**config.mk**
```make
export PLATFORM = sky130hd
export DESIGN_NAME = stream_lane_converter
export DESIGN_NICKNAME = d
export VERILOG_FILES = /design/src/rtl/stream_lane_converter.sv
export SDC_FILE = /design/constraint.sdc
export NUM_CORES = 1
export LEC_CHECK = 0
export ABC_AREA = 0
export CAP_MARGIN = 30
export CORE_AREA = 2 2 39 41
export CTS_CLUSTER_DIAMETER = 150
export DETAILED_ROUTE_END_ITERATION = 8
export DIE_AREA = 0 0 41 43
export PLACE_DENSITY_LB_ADDON = 0.08
export SYNTH_ARGS = -nofsm -noshare
export SYNTH_HDL_FRONTEND = slang
export SYNTH_SLANG_ARGS = --single-unit
```
**constraint.sdc**
```tcl
create_clock -name ap_clk -period 1.95 [get_ports ap_clk]
set_input_delay 0.39 -clock ap_clk [delete_from_list [all_inputs] [get_ports ap_clk]]
set_output_delay 0.39 -clock ap_clk [all_outputs]
set_load 0.05 [all_outputs]
```
**src/rtl/stream_lane_converter.sv**
```systemverilog
// Re-parallelising AXI-stream stage: PE_IN lanes in, PE_OUT lanes out, order kept.
// Optional frame tlast generation via STREAM_LANE_CONVERTER_LAST_EN.
module stream_lane_converter #(
  parameter int W         = 8,
  parameter int PE_IN     = 1,
  parameter int PE_OUT    = 1,
  parameter int FRAME_OUT = 1
) (
  input  logic ap_clk,
  input  logic ap_rst_n,
  output logic s_axis_tready,
  input  logic s_axis_tvalid,
  input  logic [((PE_IN*W+7)/8)*8-1:0] s_axis_tdata,
  input  logic m_axis_tready,
  output logic m_axis_tvalid,
`ifdef STREAM_LANE_CONVERTER_LAST_EN
  output logic m_axis_tlast,
`endif
  output logic [((PE_OUT*W+7)/8)*8-1:0] m_axis_tdata
);

  localparam int MX = (PE_IN > PE_OUT) ? PE_IN : PE_OUT;
  localparam int MN = (PE_IN > PE_OUT) ? PE_OUT : PE_IN;
  localparam int R  = MX / MN;
  localparam int IW = PE_IN * W;
  localparam int OW = PE_OUT * W;

  if (MX % MN != 0) begin : g_chk
    $error("stream_lane_converter: lane counts must divide");
  end

  logic          alive;
  logic          in_hs;
  logic          out_hs;
  logic          ovalid;
  logic [OW-1:0] odata;
  logic [IW-1:0] in_w;
  logic          unused_pad;

  assign in_w       = s_axis_tdata[IW-1:0];
  assign unused_pad = ^s_axis_tdata;
  assign in_hs      = s_axis_tvalid && s_axis_tready;
  assign out_hs     = ovalid && m_axis_tready;

  // Keeps tready low until the first edge after reset release.
  always_ff @(posedge ap_clk or negedge ap_rst_n) begin
    if (!ap_rst_n) alive <= 1'b0;
    else           alive <= 1'b1;
  end

  if (PE_IN > PE_OUT) begin : g_down
    localparam int KW = $clog2(R);
    logic [IW-1:0] hold_q;
    logic [KW-1:0] k;
    logic          full;
    logic          last;

    assign last          = (k == KW'(R-1));
    assign s_axis_tready = alive && (!full || (last && m_axis_tready));
    assign ovalid        = full;
    assign odata         = hold_q[int'(k)*OW +: OW];

    always_ff @(posedge ap_clk or negedge ap_rst_n) begin
      if (!ap_rst_n) begin
        hold_q <= '0;
        k      <= '0;
        full   <= 1'b0;
      end else if (in_hs) begin
        hold_q <= in_w;
        k      <= '0;
        full   <= 1'b1;
      end else if (out_hs) begin
        if (last) begin
          k    <= '0;
          full <= 1'b0;
        end else begin
          k <= k + 1'b1;
        end
      end
    end
  end else begin : g_up
    // Equal mode is the R==1 case of the assembler.
    localparam int JW = (R > 1) ? $clog2(R) : 1;
    logic [OW-1:0] acc_q;
    logic [OW-1:0] acc_nx;
    logic [OW-1:0] out_q;
    logic [JW-1:0] j;
    logic          out_full;
    logic          jlast;

    assign jlast         = (j == JW'(R-1));
    assign s_axis_tready = alive &&
                           !(jlast && out_full && !m_axis_tready);
    assign ovalid        = out_full;
    assign odata         = out_q;

    always_comb begin
      acc_nx                    = acc_q;
      acc_nx[int'(j)*IW +: IW]  = in_w;
    end

    always_ff @(posedge ap_clk or negedge ap_rst_n) begin
      if (!ap_rst_n) begin
        acc_q    <= '0;
        out_q    <= '0;
        j        <= '0;
        out_full <= 1'b0;
      end else begin
        if (in_hs) begin
          acc_q <= acc_nx;
          if (jlast) j <= '0;
          else       j <= j + 1'b1;
        end
        if (in_hs && jlast) begin
          out_q    <= acc_nx;
          out_full <= 1'b1;
        end else if (out_hs) begin
          out_full <= 1'b0;
        end
      end
    end
  end

  assign m_axis_tvalid = ovalid;

  always_comb begin
    m_axis_tdata         = '0;
    m_axis_tdata[OW-1:0] = odata;
  end

`ifdef STREAM_LANE_CONVERTER_LAST_EN
  localparam int CW = (FRAME_OUT > 1) ? $clog2(FRAME_OUT) : 1;
  logic [CW-1:0] beat;
  logic          beat_last;

  assign beat_last    = (beat == CW'(FRAME_OUT-1));
  assign m_axis_tlast = ovalid && beat_last;

  always_ff @(posedge ap_clk or negedge ap_rst_n) begin
    if (!ap_rst_n)   beat <= '0;
    else if (out_hs) beat <= beat_last ? '0 : beat + 1'b1;
  end
`else
  localparam int unused_frame = FRAME_OUT;
`endif

endmodule
```
# --- Yosys cells after proc, flatten, opt, wreduce, memory -nomap -nowiden ---
# Index checks and enable logic that the tools add are counted.
classes:
  n_mux: 4
  n_shift: 2
  bitwise_logic: 1
  reduce_logical: 9
  add_sub_neg: 2
ops:
  columns: ["operator", "n"]
  rows:
  - ["$neg A4 Y33", 1]
  - ["$shift A8 B33 Y8 const A", 1]
  - ["$shiftx A8 B33 Y8", 1]
  - ["$bwmux W8", 1]
  - ["$logic_and A1 B1 Y1", 6]
  - ["$mux W1", 3]
  - ["$logic_not A1 Y1", 2]
  - ["$reduce_bool A2 Y1", 1]
  - ["$add A1 B1 Y1 const B", 1]
  - ["$not A1 Y1", 1]
totals:
  regBits: 19
  input_bits: 12
  output_inout_bits: 10

# --- Depth between registers and ports, before layout ---
depth:
  word_depth: 8
  ltp_mapped: 4
  mapped_depth_nobuf: 3

# --- Worst setup path after synthesis ---
# Ideal clock, no wire load.
synth_timing:
  kind: "flip-flop to output port"
  from: "register g_up.out_full (netlist: m_axis_tvalid)"
  to: "output port s_axis_tready"
  path_stages_with_launch: 3
  slack_ns: 0.412
  arrival_time_ns: 1.148
  path_cell_list: "dfrtp_1 nand2b_4 and2_1"
synth_via:
  elab_chain_cells: 4
synth_rtl:
  columns: ["element", "line_no", "rtl"]
  rows:
  - ["start: declaration", "88", "logic out_full;"]
  - ["start signal: assignment", "107", "out_full <= 1'b0;"]
  - ["start signal: assignment", "116", "out_full <= 1'b1;"]
  - ["start signal: assignment", "118", "out_full <= 1'b0;"]
  - ["$logic_and A1 B1 Y1 (2 in a row)", "93", "!(jlast && out_full && !m_axis_tready);"]
  - ["$logic_not A1 Y1", "93", null]
  - ["$logic_and A1 B1 Y1", "92", "assign s_axis_tready = alive &&"]
  - ["end: declaration", "11", "output logic s_axis_tready,"]
# Every way passes these cells.

# --- Final worst setup path ---
layout_timing:
  from: "register g_up.out_full (netlist: m_axis_tvalid)"
  to: "output port m_axis_tvalid"
layout_rtl:
  columns: ["element", "line_no", "rtl"]
  rows:
  - ["end: declaration", "15", "output logic m_axis_tvalid,"]
# No word-level cell between the ends.

==> metrics.md <==
| Metric | Value |
|---|---|
| WL per Instance | 12.4 um |
| Initial DRT Pass Iterations | 2 |
| Post-synthesis average cell area | 17.2 sq um |
| Yosys cell types | 9 |
| DRT iter0 DRCs | 2 |
| Critical Path RT | 1560 ps |
| CTS tree | built |
| Final Util | 50.2% |
| RSZ-0062 raised after global routing | false |
| H-tree levels | 1 |
| Synth Register Bits | 10 |
| Total grt overflow | 0 |
| Post-DRT Antenna Nets | 0 |
| Die ar. | 1760 sq um |
| Number of global-route vias before repair | 292 |
| Slowest stage delay, CP | 810 ps |
| Setup crit end kind | primary output |
| Post-DP HPWL | 584 um |
| Setup total negative slack | 0 ps |
| Largest net degree at the start of global routing | 11 |
| Commonest non-fill, non-tap cells in the layout | 20 x clkdlybuf4s50_1, 10 x dfrtp_1, 8 x mux2_4 |
| Most common cell after layout, fill and taps aside | clkdlybuf4s50_1 |
| Hold_buf cts | 0 |
| Layout cells sized above 1 | 32.7% |
| Max_slew headroom | 66.0% |
| Worst-Skew Late Latency | 260 ps |
| Post-synth top area cell | dfrtp_1 |
| Initial Util | 31.0% |
| Drt via density | 4.26 |
| Maxcap violations | 0 |
| Cell Rows | 14 |
| Reg-to-reg endpoint | g_up.acc_q[6] |
| Ys Warns | 0 |
| Reg2reg start | m_axis_tvalid |
| Chip height | 43 um |
| Tcrit/Tclk final | 95.2% |
| CP arrival | 1470 ps |
| CORE AREA | 1380 sq um |
| Post-Synthesis Cell Area | 429 sq um |
| Synth area leaders | dfrtp_1 58%, mux2_4 28%, nand2b_4 3.2% |
| Synth top area share | 58.3% |
| Initial antenna violation count | 0 |
| Tot Pwr | 730 uW |
| Post-Synthesis Cells | 25 |
| P&R area growth vs syn | 61.8% |
| Deepest clock path buffer count | 2 |
| Worst hold path type | in2async |
| Peak VDD IR | 0.418 mV |
| I/O pin cnt | 22 |
| Status | finished, final reports clean |
| Routed WL | 806 um |
| Leak pwr | 0.000315 uW |
| Hold Vio Cnt, Final | 0 |
| Crit-path cells | clkdlybuf4s50_1 |
| Port Buffers | 21 |
| Critical-path top delay cell | clkdlybuf4s50_1 |
| Via count | 277 |
| First-pass GRT wire length | 1220 um |
| Final worst path period need | 1860 ps |
| TritonCTS Sinks | 10 |
| CTS buffer count | 3 |
| Sequential share of the synthesized area | 58.3% |
| Clock transition at path regs | 70 ps |
| Crit path max fanout | 2 |
| Reg2Reg Depth | 3 |
| Worst-margin pin slew | 508 ps |
| Clk root buf | clkbuf_4 |
| GRT Overall Usage | 10.6% |
| N_diodes | 0 |
| Critical path type | reg2out |
| CP Launch Type | flip-flop |
| Top cell family by delay on the critical path | buffers and inverters |
| Net Count, Synth | 37 |
| Fin nets | 62 |
| Fmax | 538 MHz |
| Post-CTS Repair Setup Buffers | 0 |
| Fillers | 128 |
| Die width | 41 um |
| Clk_skew | 3.59 ps |
| PwrDens | 1050 nW/um^2 |
| Residual DRC | 0 |
| Final setup fails | 0 |
| Worst path depth | 1 |
| Max-slew violations | 0 |
| Buffer and inverter count on the worst path | 1 |
| R2r setup slk | 670 ps |
| Cts repair resizes | 0 |
| RePlAce Congestion | 0.528 |
## synth_stat cells
| cell type | number |
|---|---|
| dfrtp_1 | 10 |
| mux2_4 | 8 |
| and2_1 | 1 |
| buf_6 | 1 |
| conb_1 | 1 |
| nand2_1 | 1 |
| nand2_2 | 1 |
| nand2b_4 | 1 |
| nor2b_4 | 1 |
## cells by family after synthesis
kind of cell / Yosys count / synth area share, %
muxes: 8 / 28.0
other: 1 / 0.874
buffers and inverters: 1 / 2.62
and+or+nand+nor: 5 / 10.2
DFF: 10 / 58.3
## power by group
part / internal [uW] / leakage [uW] / switching (uW)
Combinational: 124 / 0.000176 / 159
Clock: 113 / 0.0000210 / 74.0
Sequential: 241 / 0.000118 / 18.4
Total: 478 / 0.000315 / 251
## sequential cells by signal, summed over array words and instances, names as in the netlist
register / count
m_axis_tvalid: 1
m_axis_tdata: 5
g_up.acc_q: 3
alive: 1
## layout make-up
| type | instances | area (sq um) | area share (%) |
|---|---|---|---|
| flip-flops and latches | 10 | 250 | 36.0 |
| repair buffers | 21 | 220 | 31.7 |
| multi-input cells | 14 | 168 | 24.1 |
| well taps | 16 | 20.0 | 2.88 |
| clock buffers | 4 | 36.3 | 5.23 |
## worst max-delay path by stage
| stage | from | to | slack, ps |
|---|---|---|---|
| 6_report | m_axis_tvalid | m_axis_tvalid | 90 |
| 5_1_grt | m_axis_tvalid | m_axis_tvalid | 50 |
| 4_1_cts | m_axis_tvalid | m_axis_tvalid | 70 |
| 3_5_place_dp | m_axis_tready | g_up.acc_q[6] | 150 |
| 3_3_place_gp | m_axis_tready | m_axis_tdata[5] | 190 |
| 2_1_floorplan | m_axis_tvalid | s_axis_tready | 410 |
## through the flow
step	instances	worst slack, ps	hold slack, ps	area [sq um]
6_report	65	92.8	436	694
5_1_grt	65	45.6	458	694
4_1_cts	65	72.1	436	694
3_5_place_dp	61	147	493	658
3_3_place_gp	61	192	494	658
2_1_floorplan	25	412	94.4	429
## layer usage
| layer | global-route usage, % | wire, um | share of wire, % |
|---|---|---|---|
| met1 | 13.0 | 314 | 39 |
| met2 | 15.3 | 412 | 51 |
| met3 | 3.66 | 78 | 9.7 |
| met4 | 6.00 | 0 | 0 |
| met5 | 0 | 0 | 0 |
(Power assumes the default switching activity.)
